--- config.mk ---
export PLATFORM = sky130hd
export DESIGN_NAME = gpout_bank_flat
export DESIGN_NICKNAME = d
export VERILOG_FILES = /design/src/rtl/gpout_pkg.sv /design/src/rtl/gpout_bank_if.sv /design/src/rtl/gpout_chan.sv /design/src/rtl/gpout_bank.sv /design/src/flat_wrapper.sv
export SDC_FILE = /design/constraint.sdc
export NUM_CORES = 1
export LEC_CHECK = 0
export ABC_AREA = 1
export CAP_MARGIN = 15
export CORE_MARGIN = 4
export CORE_UTILIZATION = 52
export DETAILED_ROUTE_END_ITERATION = 7
export GPL_TIMING_DRIVEN = 0
export HOLD_SLACK_MARGIN = 0.05
export PLACE_DENSITY = 0.78
export SYNTH_ARGS = -nofsm -noshare
export SYNTH_HDL_FRONTEND = slang
export SYNTH_SLANG_ARGS = --single-unit
--- constraint.sdc ---
create_clock -name clk -period 2.87 [get_ports clk]
set_input_delay 0.861 -clock clk [delete_from_list [all_inputs] [get_ports clk]]
set_output_delay 0.861 -clock clk [all_outputs]
set_load 0.03 [all_outputs]
--- src/rtl/gpout_pkg.sv ---
// Shared constants for the gpout debug output bank.
package gpout_pkg;
  // Per-channel conditioning modes
  localparam logic [1:0] GP_RAW     = 2'd0;
  localparam logic [1:0] GP_SYNC    = 2'd1;
  localparam logic [1:0] GP_STRETCH = 2'd2;
  localparam logic [1:0] GP_TOGGLE  = 2'd3;

  // Default build parameters
  localparam int GP_NCH    = 6;
  localparam int GP_NSRC   = 64;
  localparam int GP_SEL_W  = 6;
  localparam int GP_STR_W  = 8;
  localparam int GP_DIV_CW = 16;
endpackage

--- src/rtl/gpout_bank_if.sv ---
// Select/mode/source bus and conditioned outputs of the gpout bank.
interface gpout_bank_if
  import gpout_pkg::*;
#(
  parameter int NCH   = GP_NCH,
  parameter int NSRC  = GP_NSRC,
  parameter int SEL_W = GP_SEL_W,
  parameter int STR_W = GP_STR_W
);
  logic [NSRC-1:0]      i_src;
  logic [NCH*SEL_W-1:0] i_sel;
  logic [NCH*2-1:0]     i_mode;
  logic [STR_W-1:0]     i_stretch;
  logic [3:0]           i_div;
  logic [NCH-1:0]       o_gpout;
  logic                 o_clk_div;

  modport master (output i_src, i_sel, i_mode, i_stretch, i_div,
                  input  o_gpout, o_clk_div);
  modport slave  (input  i_src, i_sel, i_mode, i_stretch, i_div,
                  output o_gpout, o_clk_div);
endinterface

--- src/rtl/gpout_chan.sv ---
// One gpout channel: source select, sync chain, edge detect,
// pulse stretcher, edge toggle and clear-on-reconfiguration.
module gpout_chan
  import gpout_pkg::*;
#(
  parameter int NSRC  = GP_NSRC,
  parameter int SEL_W = GP_SEL_W,
  parameter int STR_W = GP_STR_W
) (
  input  logic             clk,
  input  logic             reset,
  input  logic [NSRC-1:0]  src,
  input  logic [SEL_W-1:0] sel,
  input  logic [1:0]       mode,
  input  logic [STR_W-1:0] stretch,
  output logic             gpout
);
  // Source bus padded to the full select range; out-of-range selects read 0
  logic [2**SEL_W-1:0] src_ext;
  logic                s;

  logic                q1, q2, q3;
  logic                start;
  logic [STR_W-1:0]    cnt;
  logic                tog;
  logic [SEL_W+1:0]    cfg_q;
  logic                cfg_chg;
  logic                rise;

  // Zero-extend the source bus so any select value indexes safely
  always_comb begin
    src_ext = '0;
    src_ext[NSRC-1:0] = src;
  end

  assign s       = src_ext[sel];
  assign cfg_chg = ({sel, mode} != cfg_q);
  assign rise    = q2 & ~q3;

  // Sync chain, stretcher and toggle; a config change wipes all history
  always_ff @(posedge clk) begin
    if (reset) begin
      q1    <= 1'b0;
      q2    <= 1'b0;
      q3    <= 1'b0;
      start <= 1'b0;
      cnt   <= '0;
      tog   <= 1'b0;
      cfg_q <= '0;
    end else if (cfg_chg) begin
      q1    <= 1'b0;
      q2    <= 1'b0;
      q3    <= 1'b0;
      start <= 1'b0;
      cnt   <= '0;
      tog   <= 1'b0;
      cfg_q <= {sel, mode};
    end else begin
      q1  <= s;
      q2  <= q1;
      q3  <= q2;
      tog <= tog ^ rise;
      if (rise) begin
        // start flag covers the first cycle, cnt the remaining 'stretch'
        start <= 1'b1;
        cnt   <= stretch;
      end else begin
        start <= 1'b0;
        if (!start && cnt != '0) cnt <= cnt - 1'b1;
      end
    end
  end

  // Output select; RAW bypasses all flops so reset/clock stay observable
  always_comb begin
    gpout = s;
    case (mode)
      GP_RAW:     gpout = s;
      GP_SYNC:    gpout = q2;
      GP_STRETCH: gpout = start | (cnt != '0);
      GP_TOGGLE:  gpout = tog;
    endcase
  end
endmodule

--- src/rtl/gpout_bank.sv ---
// NCH-channel debug output mux with per-channel conditioning and a
// power-of-two clock divider output.
module gpout_bank
  import gpout_pkg::*;
#(
  parameter int NCH    = GP_NCH,
  parameter int NSRC   = GP_NSRC,
  parameter int SEL_W  = GP_SEL_W,
  parameter int STR_W  = GP_STR_W,
  parameter int DIV_CW = GP_DIV_CW
) (
  input  logic         clk,
  input  logic         reset,
  gpout_bank_if.slave  bus
);
  logic [NCH-1:0]    gp;
  logic [DIV_CW-1:0] ctr;
  logic              clk_div;

  for (genvar c = 0; c < NCH; c++) begin : g_chan
    gpout_chan #(
      .NSRC  (NSRC),
      .SEL_W (SEL_W),
      .STR_W (STR_W)
    ) u_chan (
      .clk     (clk),
      .reset   (reset),
      .src     (bus.i_src),
      .sel     (bus.i_sel[c*SEL_W +: SEL_W]),
      .mode    (bus.i_mode[c*2 +: 2]),
      .stretch (bus.i_stretch),
      .gpout   (gp[c])
    );
  end

  // Free-running counter; the selected tap is registered for a clean edge
  always_ff @(posedge clk) begin
    if (reset) begin
      ctr     <= '0;
      clk_div <= 1'b0;
    end else begin
      ctr     <= ctr + 1'b1;
      clk_div <= ctr[bus.i_div];
    end
  end

  assign bus.o_gpout   = gp;
  assign bus.o_clk_div = clk_div;
endmodule

--- src/flat_wrapper.sv ---
// flat-port wrapper written by rule: the top's interface ports become plain ports
module gpout_bank_flat import gpout_pkg::*;
#(
  parameter int NCH    = GP_NCH,
  parameter int NSRC   = GP_NSRC,
  parameter int SEL_W  = GP_SEL_W,
  parameter int STR_W  = GP_STR_W,
  parameter int DIV_CW = GP_DIV_CW
)
  (clk, reset, bus_i_src, bus_i_sel, bus_i_mode, bus_i_stretch, bus_i_div, bus_o_gpout, bus_o_clk_div);
  gpout_bank_if #(.NCH(NCH), .NSRC(NSRC), .SEL_W(SEL_W), .STR_W(STR_W)) bus_i ();
  input  logic clk;
  input  logic reset;
  input wire logic [$bits(bus_i.i_src)-1:0] bus_i_src;
  input wire logic [$bits(bus_i.i_sel)-1:0] bus_i_sel;
  input wire logic [$bits(bus_i.i_mode)-1:0] bus_i_mode;
  input wire logic [$bits(bus_i.i_stretch)-1:0] bus_i_stretch;
  input wire logic [$bits(bus_i.i_div)-1:0] bus_i_div;
  output wire logic [$bits(bus_i.o_gpout)-1:0] bus_o_gpout;
  output wire logic [$bits(bus_i.o_clk_div)-1:0] bus_o_clk_div;
  assign bus_i.i_src = bus_i_src;
  assign bus_i.i_sel = bus_i_sel;
  assign bus_i.i_mode = bus_i_mode;
  assign bus_i.i_stretch = bus_i_stretch;
  assign bus_i.i_div = bus_i_div;
  assign bus_o_gpout = bus_i.o_gpout;
  assign bus_o_clk_div = bus_i.o_clk_div;
  gpout_bank #(.NCH(NCH), .NSRC(NSRC), .SEL_W(SEL_W), .STR_W(STR_W), .DIV_CW(DIV_CW)) u_core (.clk(clk), .reset(reset), .bus(bus_i));
endmodule
# --- Word level (Yosys, flattened, before mapping) ---
# Index checks and enable logic that the tools add are counted.
word_totals:
  wordCells: 180
  mem_bits_rw: 0
  n_memories: 0
  in_bits: 126
  rom_bits: 0
  latch_bits: 0
  register_bits: 143
classes:
  mux: 38
  multipliers: 0
  n_eq_ne: 24
  div: 0
  n_addsub: 7
  n_reduce_logical: 36
  shifts: 0
  n_lt_le_gt_ge: 7
  bitwise_logic: 24
op_table:
  columns: ["cell", "count"]
  rows:
  - ["$mux W8", 12]
  - ["$ne A8 B8 Y1", 6]
  - ["$reduce_bool A8 Y1", 6]
  - ["$sub A8 B1 Y8 const B", 6]
  - ["$lt A6 B7 Y1 const B", 6]
  - ["$bmux W1 S6", 6]
  - ["$eq A2 B2 Y1 const B", 12]
  - ["$pmux W1 S4", 6]
  - ["$add A16 B1 Y16 const B", 1]
  - ["$mux W1", 13]
  - ["$eq A2 B1 Y1 const B", 6]
  - ["$logic_not A2 Y1", 6]
  - ["$reduce_bool A2 Y1", 6]
  - ["$reduce_or A2 Y1", 6]
  - ["$and A1 B1 Y1", 6]
  - ["$logic_and A1 B1 Y1", 6]
  - ["$logic_not A1 Y1", 6]
  - ["$not A1 Y1", 6]
  - ["$or A1 B1 Y1", 6]
  - ["$xor A1 B1 Y1", 6]
  - ["$lt A4 B5 Y1 const B", 1]
  - ["$bmux W1 S4", 1]

# --- Logic depth before layout (Yosys ltp) ---
# Gate-level depths: netlist of run 1.
depth:
  ltp_word: 4
  depth_mapped: 14
  ltp_nobuf: 12

# --- By module ---
# A second synthesis of run 1 with hierarchy kept.
hier_totals:
  hier_cells: 1817
  hier_area_um2: 10765.3
modules_own_cells:
  columns: ["module", "seq_area_each_um2", "cells_each", "instances", "area_each_um2"]
  rows:
  - ["gpout_chan", 420.4, 279, 6, 1635.3]
  - ["gpout_bank", 340.3, 143, 1, 953.4]

# --- Worst setup path before layout of run 1 ---
# OpenSTA, ideal clock, no wires.
synth_timing:
  path_type: "in2out"
  from: "input bus_i_sel[1]"
  to: "output bus_o_gpout[0]"
  t_arrival_ps: 1974
  stages: 13
  required_ps: 2009
  path_buffers: 3
  slack_ps: 35
  cell_sequence: "buf_2 -> inv_2 -> buf_2 -> nand3_1 -> nand3_1 -> nand2_1 -> nand2_1 -> nand3_1 -> nand3_1 -> nand2_1 -> nand2_1 -> nand2_1 -> buf_4"
synth_between:
  elab_chain_len: 3
synth_rtl:
  columns: ["element", "line_no", "source"]
  rows:
  - ["start: declaration", "flat_wrapper.sv:15", "input wire logic [$bits(bus_i.i_sel)-1:0] bus_i_sel;"]
  - ["$bmux W1 S6", "gpout_chan.sv:36", "assign s = src_ext[sel];"]
  - ["$mux W1 (not written as such)", "gpout_chan.sv:36", null]
  - ["$pmux W1 S4", "gpout_chan.sv:77", "case (mode)"]
  - ["end: declaration", "flat_wrapper.sv:19", "output wire logic [$bits(bus_i.o_gpout)-1:0] bus_o_gpout;"]
# Every way passes these cells. The select of a mux whose other input is x is not followed.

# --- Final worst setup path of run 1 ---
layout_timing:
  from: "input bus_i_src[13]"
  to: "output bus_o_gpout[0]"
layout_between:
  elab_chain_len: 3
layout_rtl:
  columns: ["element", "line_no", "source"]
  rows:
  - ["start: declaration", "flat_wrapper.sv:14", "input wire logic [$bits(bus_i.i_src)-1:0] bus_i_src;"]
  - ["$bmux W1 S6", "gpout_chan.sv:36", null]
  - ["$mux W1 (not written as such)", "gpout_chan.sv:36", null]
  - ["$pmux W1 S4", "gpout_chan.sv:77", null]
# Every way passes these cells. The select of a mux whose other input is x is not followed.

==> parameters.txt, run 1 <==
Parameter                              Value

CTS
  Post-cts hold buffer count ... 0
  Clock Tree Buf Depth ... 2
  Clock latency of the later-clocked register in the worst-skew pair ... 0.43 ns
  CTS Root Cell ... sky130_fd_sc_hd__clkbuf_16
  Clock transition at the register clock pins on the worst setup and hold paths after CTS ... 0.06 ns
  Clock buffer count from CTS ... 17
  CTS tree ... done
  CTS sink cnt ... 143
  Total number of H-tree levels ... 4

Global routing
  Pin count of the biggest net entering global routing ... 17
  Total track usage ... 37.53%
  Grt total ovfl ... 0
  First-pass GRT wire length ... around 67000 um
  Number of antenna violations at the first check in global routing ... 3
  Number of global-route vias before repair ... 12470

STA
  Largest clock skew in the final design ... 0.01204 ns
  Worst Setup Slack, final ... -0.1341 ns
  Clock period minus worst slack ... 3.004 ns
  Count of endpoints failing setup in the final report ... 6
  Least-Margin Pin Slew ... around 1 ns
  Setup repair after global routing missed its margin ... true
  Maximum clock rate ... 0.3329 GHz
  Max-slew headroom ... 32.57%
  Final cycle utilization of the critical path ... 104.7%
  Number of endpoints with negative hold slack in the final report ... 0
  Final slew viol count ... 0

Floorplan
  Number of top-level pins ... 133
  Vertical extent of the die ... between 150 and 200 um
  FP Rows ... 52
  Effective utilization at floorplan ... 52.83%
  Total Die Area ... 22920 um2
  Width of the die ... 151.4 um
  Core Region ... 20230 um2

Power
  Int Pwr ... 3.826 mW
  Switching part of the total ... 33.69%
  Sequential share of power ... 35.4%
  Max IR drop VDD ... around 0.38 mV
  Switching power total ... slightly below 2 mW
  Part of the total power dissipated in combinational logic ... 26.0%
  Static leakage power ... 6.529 nW
  Total power per unit cell area ... 397.7 nW/um2
  Clk network pwr share ... between 30% and 40%

Finish
  Reg area ... 2863 um2
  Net count reported at finish ... 2148
  Fraction of final layout cells sized beyond drive strength 1 ... 25.30%
  Total area of multi-input combinational cells ... 7674 um2
  FILL cells ... approximately 1700
  Layout area overhead ... 35.71%
  Design area ... 14510 um2

Setup path
  Cell seen most often among critical-path stages ... sky130_fd_sc_hd__nand2_1
  Required time at the endpoint of the critical path ... 2.01 ns
  Kind of capture point of the worst setup path ... output pin
  Critical setup path kind ... in2out
  Slowest cell on crit path ... sky130_fd_sc_hd__buf_2
  Family with the most delay on the worst path ... simple AND/OR/NAND/NOR gates
  Arrival @ worst endpoint ... about 2.1 ns
  Slowest Stage Delay on Critical Path ... 0.27 ns
  Maximum fanout along the worst path ... 6
  Bufs and invs on worst path ... 2
  Nature of the critical path startpoint ... input pin
  Cell chain of the critical path ... buf_2, nand2_1, nand3_2, nand3_2, nand2_2, nand2_1, nand3_2, nand3_2, nand2_1, nand2_1, nand2_1, buf_6

Flow run
  Number of max-cap violations ... 0

Synth
  Average footprint of a synthesized cell ... 5.842 um2
  Syn nets ... 1963
  Synth cell types ... 44
  Most used standard cells in the synthesized netlist ... sky130_fd_sc_hd__nand2_1 (654), sky130_fd_sc_hd__nand3_1 (358), sky130_fd_sc_hd__nor2_1 (152)
  Number of warnings reported in the yosys synthesis log ... 0
  Leading register cell type out of synthesis ... sky130_fd_sc_hd__dfxtp_1
  Area share of the leading cell type in the synthesized netlist ... 26.78%
  Biggest area contributors in the synthesized netlist ... sky130_fd_sc_hd__dfxtp_1 (27%), sky130_fd_sc_hd__nand2_1 (23%), sky130_fd_sc_hd__nand3_1 (17%), sky130_fd_sc_hd__nor2_1 (5.3%), sky130_fd_sc_hd__inv_1 (4.4%)
  Number of instances in the synthesized netlist ... 1830
  Number of synthesized flops with an enable pin ... 0
  Asr flop ratio synth ... 0%
  Top-count cell post-synth ... sky130_fd_sc_hd__nand2_1
  Share of the yosys chip area belonging to registers ... a little over a quarter
  Synth area leader ... sky130_fd_sc_hd__dfxtp_1
  Synth Register Bits ... about 140
  Post-Syn Area ... 10690 um2

Place
  # port buffers ... 114
  Worst Setup Slack post-DPL ... -1.289 ns
  Instance area after placement ... around 12000 um2
  Placer Congestion ... 1.020
  HPWL after detailed placement ... 28420 um

Status
  Violated checks ... DRC, setup timing
  Result of the run ... complete, but fails checks

Drt
  DRC violation count after routing ... 23
  Vias per inst ... 5.983
  Initial DRT Pass Iterations ... 8
  Drt wl/cell ... about 19 um
  Post-detailed-route count of antenna-violating nets ... 0
  Aggregate routed wire length ... between 40000 and 50000 um
  Total number of vias ... 13760
  Number of violations reported at the end of detailed-routing iteration 0 ... 1828

Min path
  HP Class ... reg2reg
## repair_timing
item                                    CTS  global route
cloned                                   28             1
pin swaps                                57            89
gates resized for setup                 643           226
endpoints found under the setup margin    6             6
setup buffers                            24             5
## through the flow
step / std cells / total power, mW / TNS (ns) / hold WS, ns / utilization (%)
finish: 2300 / 5.769 / -0.5392 / 0.4053 / 71.70
floorplan: 1830 / 2.738 / 0 / 0.3936 / -
global route: 2300 / 5.960 / -0.8708 / 0.4284 / 71.70
detailed placement: 2214 / 3.241 / -7.442 / 0.3997 / 60.14
global placement: 2214 / 3.225 / -7.416 / 0.3945 / 60.14
CTS: 2292 / 5.570 / -0.1543 / 0.4062 / 67.17
## cells in the final DEF (no fill, tap or decap), drive strengths merged, types with 3 or more instances in the layout
master         instances
o21ai                 50
a31oi                 20
clkinv                17
nor3                  19
dlygate4sd2           15
a211oi                 3
a21oi                 58
xnor2                 30
nand4                 12
o211ai                10
clkbuf                48
or2                    8
buf                  173
xor2                  29
nand3b                 4
nor2                 167
dfxtp                143
a22oi                  4
nand2                660
inv                  150
nand3                360
ha                     7
clkdlybuf4s50         28
## kinds of logic after synthesis
logic type	share of synthesized area, %
fa+ha+maj	0.8193
compound gates	7.982
simple gates	49.64
flops	26.78
buf+inv	9.948
xor+xnor	4.834
## worst paths after layout
kind	start	end	slack, ns	cells past startpoint
worst max-delay path	bus_i_src[13]	bus_o_gpout[0]	-0.13	12
worst min-delay path	u_core.g_chan[1].u_chan.q1	u_core.g_chan[1].u_chan.q2	0.41	2
worst max register to register	u_core.g_chan[3].u_chan.cnt[0]	u_core.g_chan[3].u_chan.cnt[4]	1.07	10
worst min register to register	u_core.g_chan[1].u_chan.q1	u_core.g_chan[1].u_chan.q2	0.41	2
## state kept, by name (all words and copies together), names as in the netlist
name	cells
u_core.bus.o_clk_div	1
u_core.g_chan.u_chan.q3	6
u_core.g_chan.u_chan.start	6
u_core.ctr	16
u_core.g_chan.u_chan.cnt	48
u_core.g_chan.u_chan.tog	6
u_core.g_chan.u_chan.q2	6
u_core.g_chan.u_chan.q1	6
u_core.g_chan.u_chan.cfg_q	48
## worst min-delay path: cells and delay by family (launching register included)
family | cells | cell delay (ns)
DFF | 1 | 0.30
buffers and inverters | 1 | 0.04
and+or+nand+nor | 1 | 0.03
## layer usage
metal,routed length (um),track usage (%)
met4,3539,23.80
met2,19590,58.41
met1,16020,46.22
met5,0,0
met3,5622,9.336
## area by class of cell
class | count | share of cell area, %
Inverter | 149 | 4.830
Sequential cell | 143 | 19.73
Timing Repair Buffer | 166 | 9.452
Timing Repair inverter | 6 | 0.2587
Clock inverter | 15 | 1.052
Buffer | 82 | 6.486
Antenna cell | 2 | 0.03450
Tap cell | 270 | 2.329
Multi-Input combinational cell | 1450 | 52.89
Clock buffer | 17 | 2.932
## power by group through the flow
stage	logic [mW]	registers, mW	clock network (mW)
after floorplan	0.651	2.09	0
after global placement	1.14	2.09	0
after detailed placement	1.15	2.09	0
after CTS	1.28	2.04	2.25
after global routing	1.58	2.05	2.33
final	1.50	2.04	2.22
Note: power is estimated with default switching activity, not from simulation.
==> inputs of run 2 (changes only) <==
clock period = 2.55 ns   (was 2.87 ns; I/O delays follow)
==> parameters.txt, run 2 (synthesis results as in run 1) <==
Parameter                              Value

Floorplan
  Core Region ... 20230 um2
  Number of top-level pins ... between 100 and 150
  Vertical extent of the die ... around 150 um
  FP Rows ... 52
  Width of the die ... 151.4 um
  Total Die Area ... 22920 um2
  Effective utilization at floorplan ... 52.83%

Global routing
  Number of global-route vias before repair ... 12310
  Pin count of the biggest net entering global routing ... 17
  First-pass GRT wire length ... 65940 um
  Number of antenna violations at the first check in global routing ... 2
  Grt total ovfl ... 0
  Total track usage ... around 38%

Finish
  Non-Filler Instances ... about 2300
  Fraction of final layout cells sized beyond drive strength 1 ... between 20 and 30%
  Design area ... 14910 um2
  FILL cells ... 1671
  Leading cell type in the layout, fill and taps excluded ... sky130_fd_sc_hd__nand2_1
  Reg area ... 2868 um2
  Net count reported at finish ... 2173
  Largest registers ... u_core.g_chan.u_chan.cfg_q (48), u_core.g_chan.u_chan.cnt (48), u_core.ctr (16)
  Total area of multi-input combinational cells ... 7776 um2
  Most frequent cells in the layout ... sky130_fd_sc_hd__nand2_1 (565), sky130_fd_sc_hd__nand3_1 (226), sky130_fd_sc_hd__nor2_1 (145), sky130_fd_sc_hd__dfxtp_1 (139), sky130_fd_sc_hd__nand3_2 (133)
  Layout area overhead ... 39.49%

Place
  Placer Congestion ... around 1.0
  # port buffers ... 114
  Instance area after placement ... 12410 um2
  Total placed cells including tap cells ... 2214
  HPWL after detailed placement ... 28850 um

Drt
  Drt wl/cell ... 19.62 um
  Vias per inst ... 5.959
  Initial DRT Pass Iterations ... 7
  Aggregate routed wire length ... between 40000 and 50000 um
  Total number of vias ... 13850
  DRC violation count after routing ... 0
  Number of violations reported at the end of detailed-routing iteration 0 ... about 1700
  Post-detailed-route count of antenna-violating nets ... 0

Flow run
  Number of max-cap violations ... 0

CTS
  CTS tree ... done
  Clock transition at the register clock pins on the worst setup and hold paths after CTS ... 0.08 ns
  Total number of H-tree levels ... 4
  CTS Root Cell ... sky130_fd_sc_hd__clkbuf_16
  CTS sink cnt ... 143
  Clock buffer count from CTS ... 17
  Clock latency of the later-clocked register in the worst-skew pair ... 0.43 ns
  Clock Tree Buf Depth ... 2

Min path
  HP Class ... reg2reg
  Startpoint of the lowest-slack hold path ... u_core.g_chan[5].u_chan.q1

STA
  Worst Setup Slack, final ... -0.2862 ns
  Max-slew headroom ... 40.16%
  Largest clock skew in the final design ... around 0.016 ns
  Setup repair after global routing missed its margin ... true
  Number of endpoints with negative hold slack in the final report ... 0
  Final cycle utilization of the critical path ... 111.2%
  Maximum clock rate ... ~0.35 GHz
  Final slew viol count ... 0
  Least-Margin Pin Slew ... 0.8976 ns
  Count of endpoints failing setup in the final report ... 6
  Clock period minus worst slack ... 2.836 ns
  Setup TNS after final layout ... -1.399 ns

Setup path
  Startpoint of the worst-slack reg-to-reg timing path ... u_core.g_chan[4].u_chan.cnt[0]
  Source of the critical timing path ... bus_i_sel[0]
  Maximum fanout along the worst path ... 7
  Kind of capture point of the worst setup path ... output pin
  Critical setup path kind ... in2out
  Nature of the critical path startpoint ... input pin
  Arrival @ worst endpoint ... around 2.1 ns
  Required time at the endpoint of the critical path ... 1.79 ns

Power
  Total power per unit cell area ... 435.5 nW/um2
  Static leakage power ... 6.723 nW
  Max IR drop VDD ... 0.4113 mV

Status
  Result of the run ... complete, but fails checks
  Violated checks ... setup timing
-- run 2: cell types whose count changed in the layout (fill, tap and decap cells not counted), moves of 6 or more --
cell,before,now
sky130_fd_sc_hd__nand3_2,126,133
sky130_fd_sc_hd__clkbuf_4,18,8
sky130_fd_sc_hd__buf_4,36,68
sky130_fd_sc_hd__nand2_1,576,565
sky130_fd_sc_hd__nand2_2,80,92
sky130_fd_sc_hd__buf_2,52,58
sky130_fd_sc_hd__buf_6,47,38
sky130_fd_sc_hd__nand3_1,234,226
-- run 2: final timing paths --
kind                                                  endpoint  slack (ns)  cells past startpoint
worst max-delay path                            bus_o_gpout[0]       -0.29                     15
worst min-delay path                u_core.g_chan[5].u_chan.q2        0.40                      2
worst max register to register  u_core.g_chan[4].u_chan.cnt[7]        0.12                     17
worst min register to register      u_core.g_chan[5].u_chan.q2        0.40                      2
-- run 2: per-layer routing --
metal	vias to the layer above	GRT usage, %	share of wire, %
met5	-	0	0
met4	0	23.71	7.9
met3	317	12.03	12
met2	878	59.01	44
met1	6305	44.54	36
li1	6354	-	-
-- run 2: final cells by class --
type / count / share of cell area [%]
clock buffers: 17 / 2.853
flip-flops and latches: 143 / 19.23
inverters: 149 / 4.732
repair buffers: 193 / 11.36
well taps: 270 / 2.265
plain buffers: 82 / 6.176
diodes: 2 / 0.03356
repair inverters: 4 / 0.2517
clock inverters: 15 / 0.9481
multi-input cells: 1450 / 52.15
-- run 2: what timing repair did --
item / in CTS / in global routing
gates resized for setup: 584 / 226
gates cloned: 27 / 2
setup buffers: 46 / 12
hold buffers: 0 / 0
pin swaps: 90 / 97
setup endpoints to repair: 6 / 8
-- run 2: critical path, cell delays in order --
cell	delay (ns)
sky130_fd_sc_hd__buf_12	0.12
sky130_fd_sc_hd__inv_12	0.07
sky130_fd_sc_hd__buf_12	0.10
sky130_fd_sc_hd__buf_8	0.11
sky130_fd_sc_hd__nand2_2	0.05
sky130_fd_sc_hd__nand3_2	0.07
sky130_fd_sc_hd__nand3_2	0.08
sky130_fd_sc_hd__nand2_2	0.11
sky130_fd_sc_hd__nand2_2	0.06
sky130_fd_sc_hd__nand3_2	0.08
sky130_fd_sc_hd__nand3_2	0.12
sky130_fd_sc_hd__nand2_1	0.08
sky130_fd_sc_hd__nand2_1	0.05
sky130_fd_sc_hd__nand2_1	0.08
sky130_fd_sc_hd__buf_6	0.13
-- run 2: power by group --
part / total (mW) / internal, mW / switching [mW] / leakage, nW
logic: 1.74 / 0.684 / 1.05 / 5.28
clock network: 2.45 / 1.29 / 1.16 / 0.272
registers: 2.30 / 2.28 / 0.0218 / 1.17
-- run 2: per-stage QoR --
stage | hold slack [ns] | util (%) | total power [mW] | setup WS, ns
2_1_floorplan | 0.3936 | - | 3.130 | -0.01338
6_report | 0.4049 | 73.70 | 6.493 | -0.2862
4_1_cts | 0.4033 | 68.90 | 6.270 | -0.2471
5_1_grt | 0.4228 | 73.68 | 6.710 | -0.3663
3_3_place_gp | 0.3953 | 61.34 | 3.688 | -1.386
3_5_place_dp | 0.3994 | 61.34 | 3.702 | -1.405
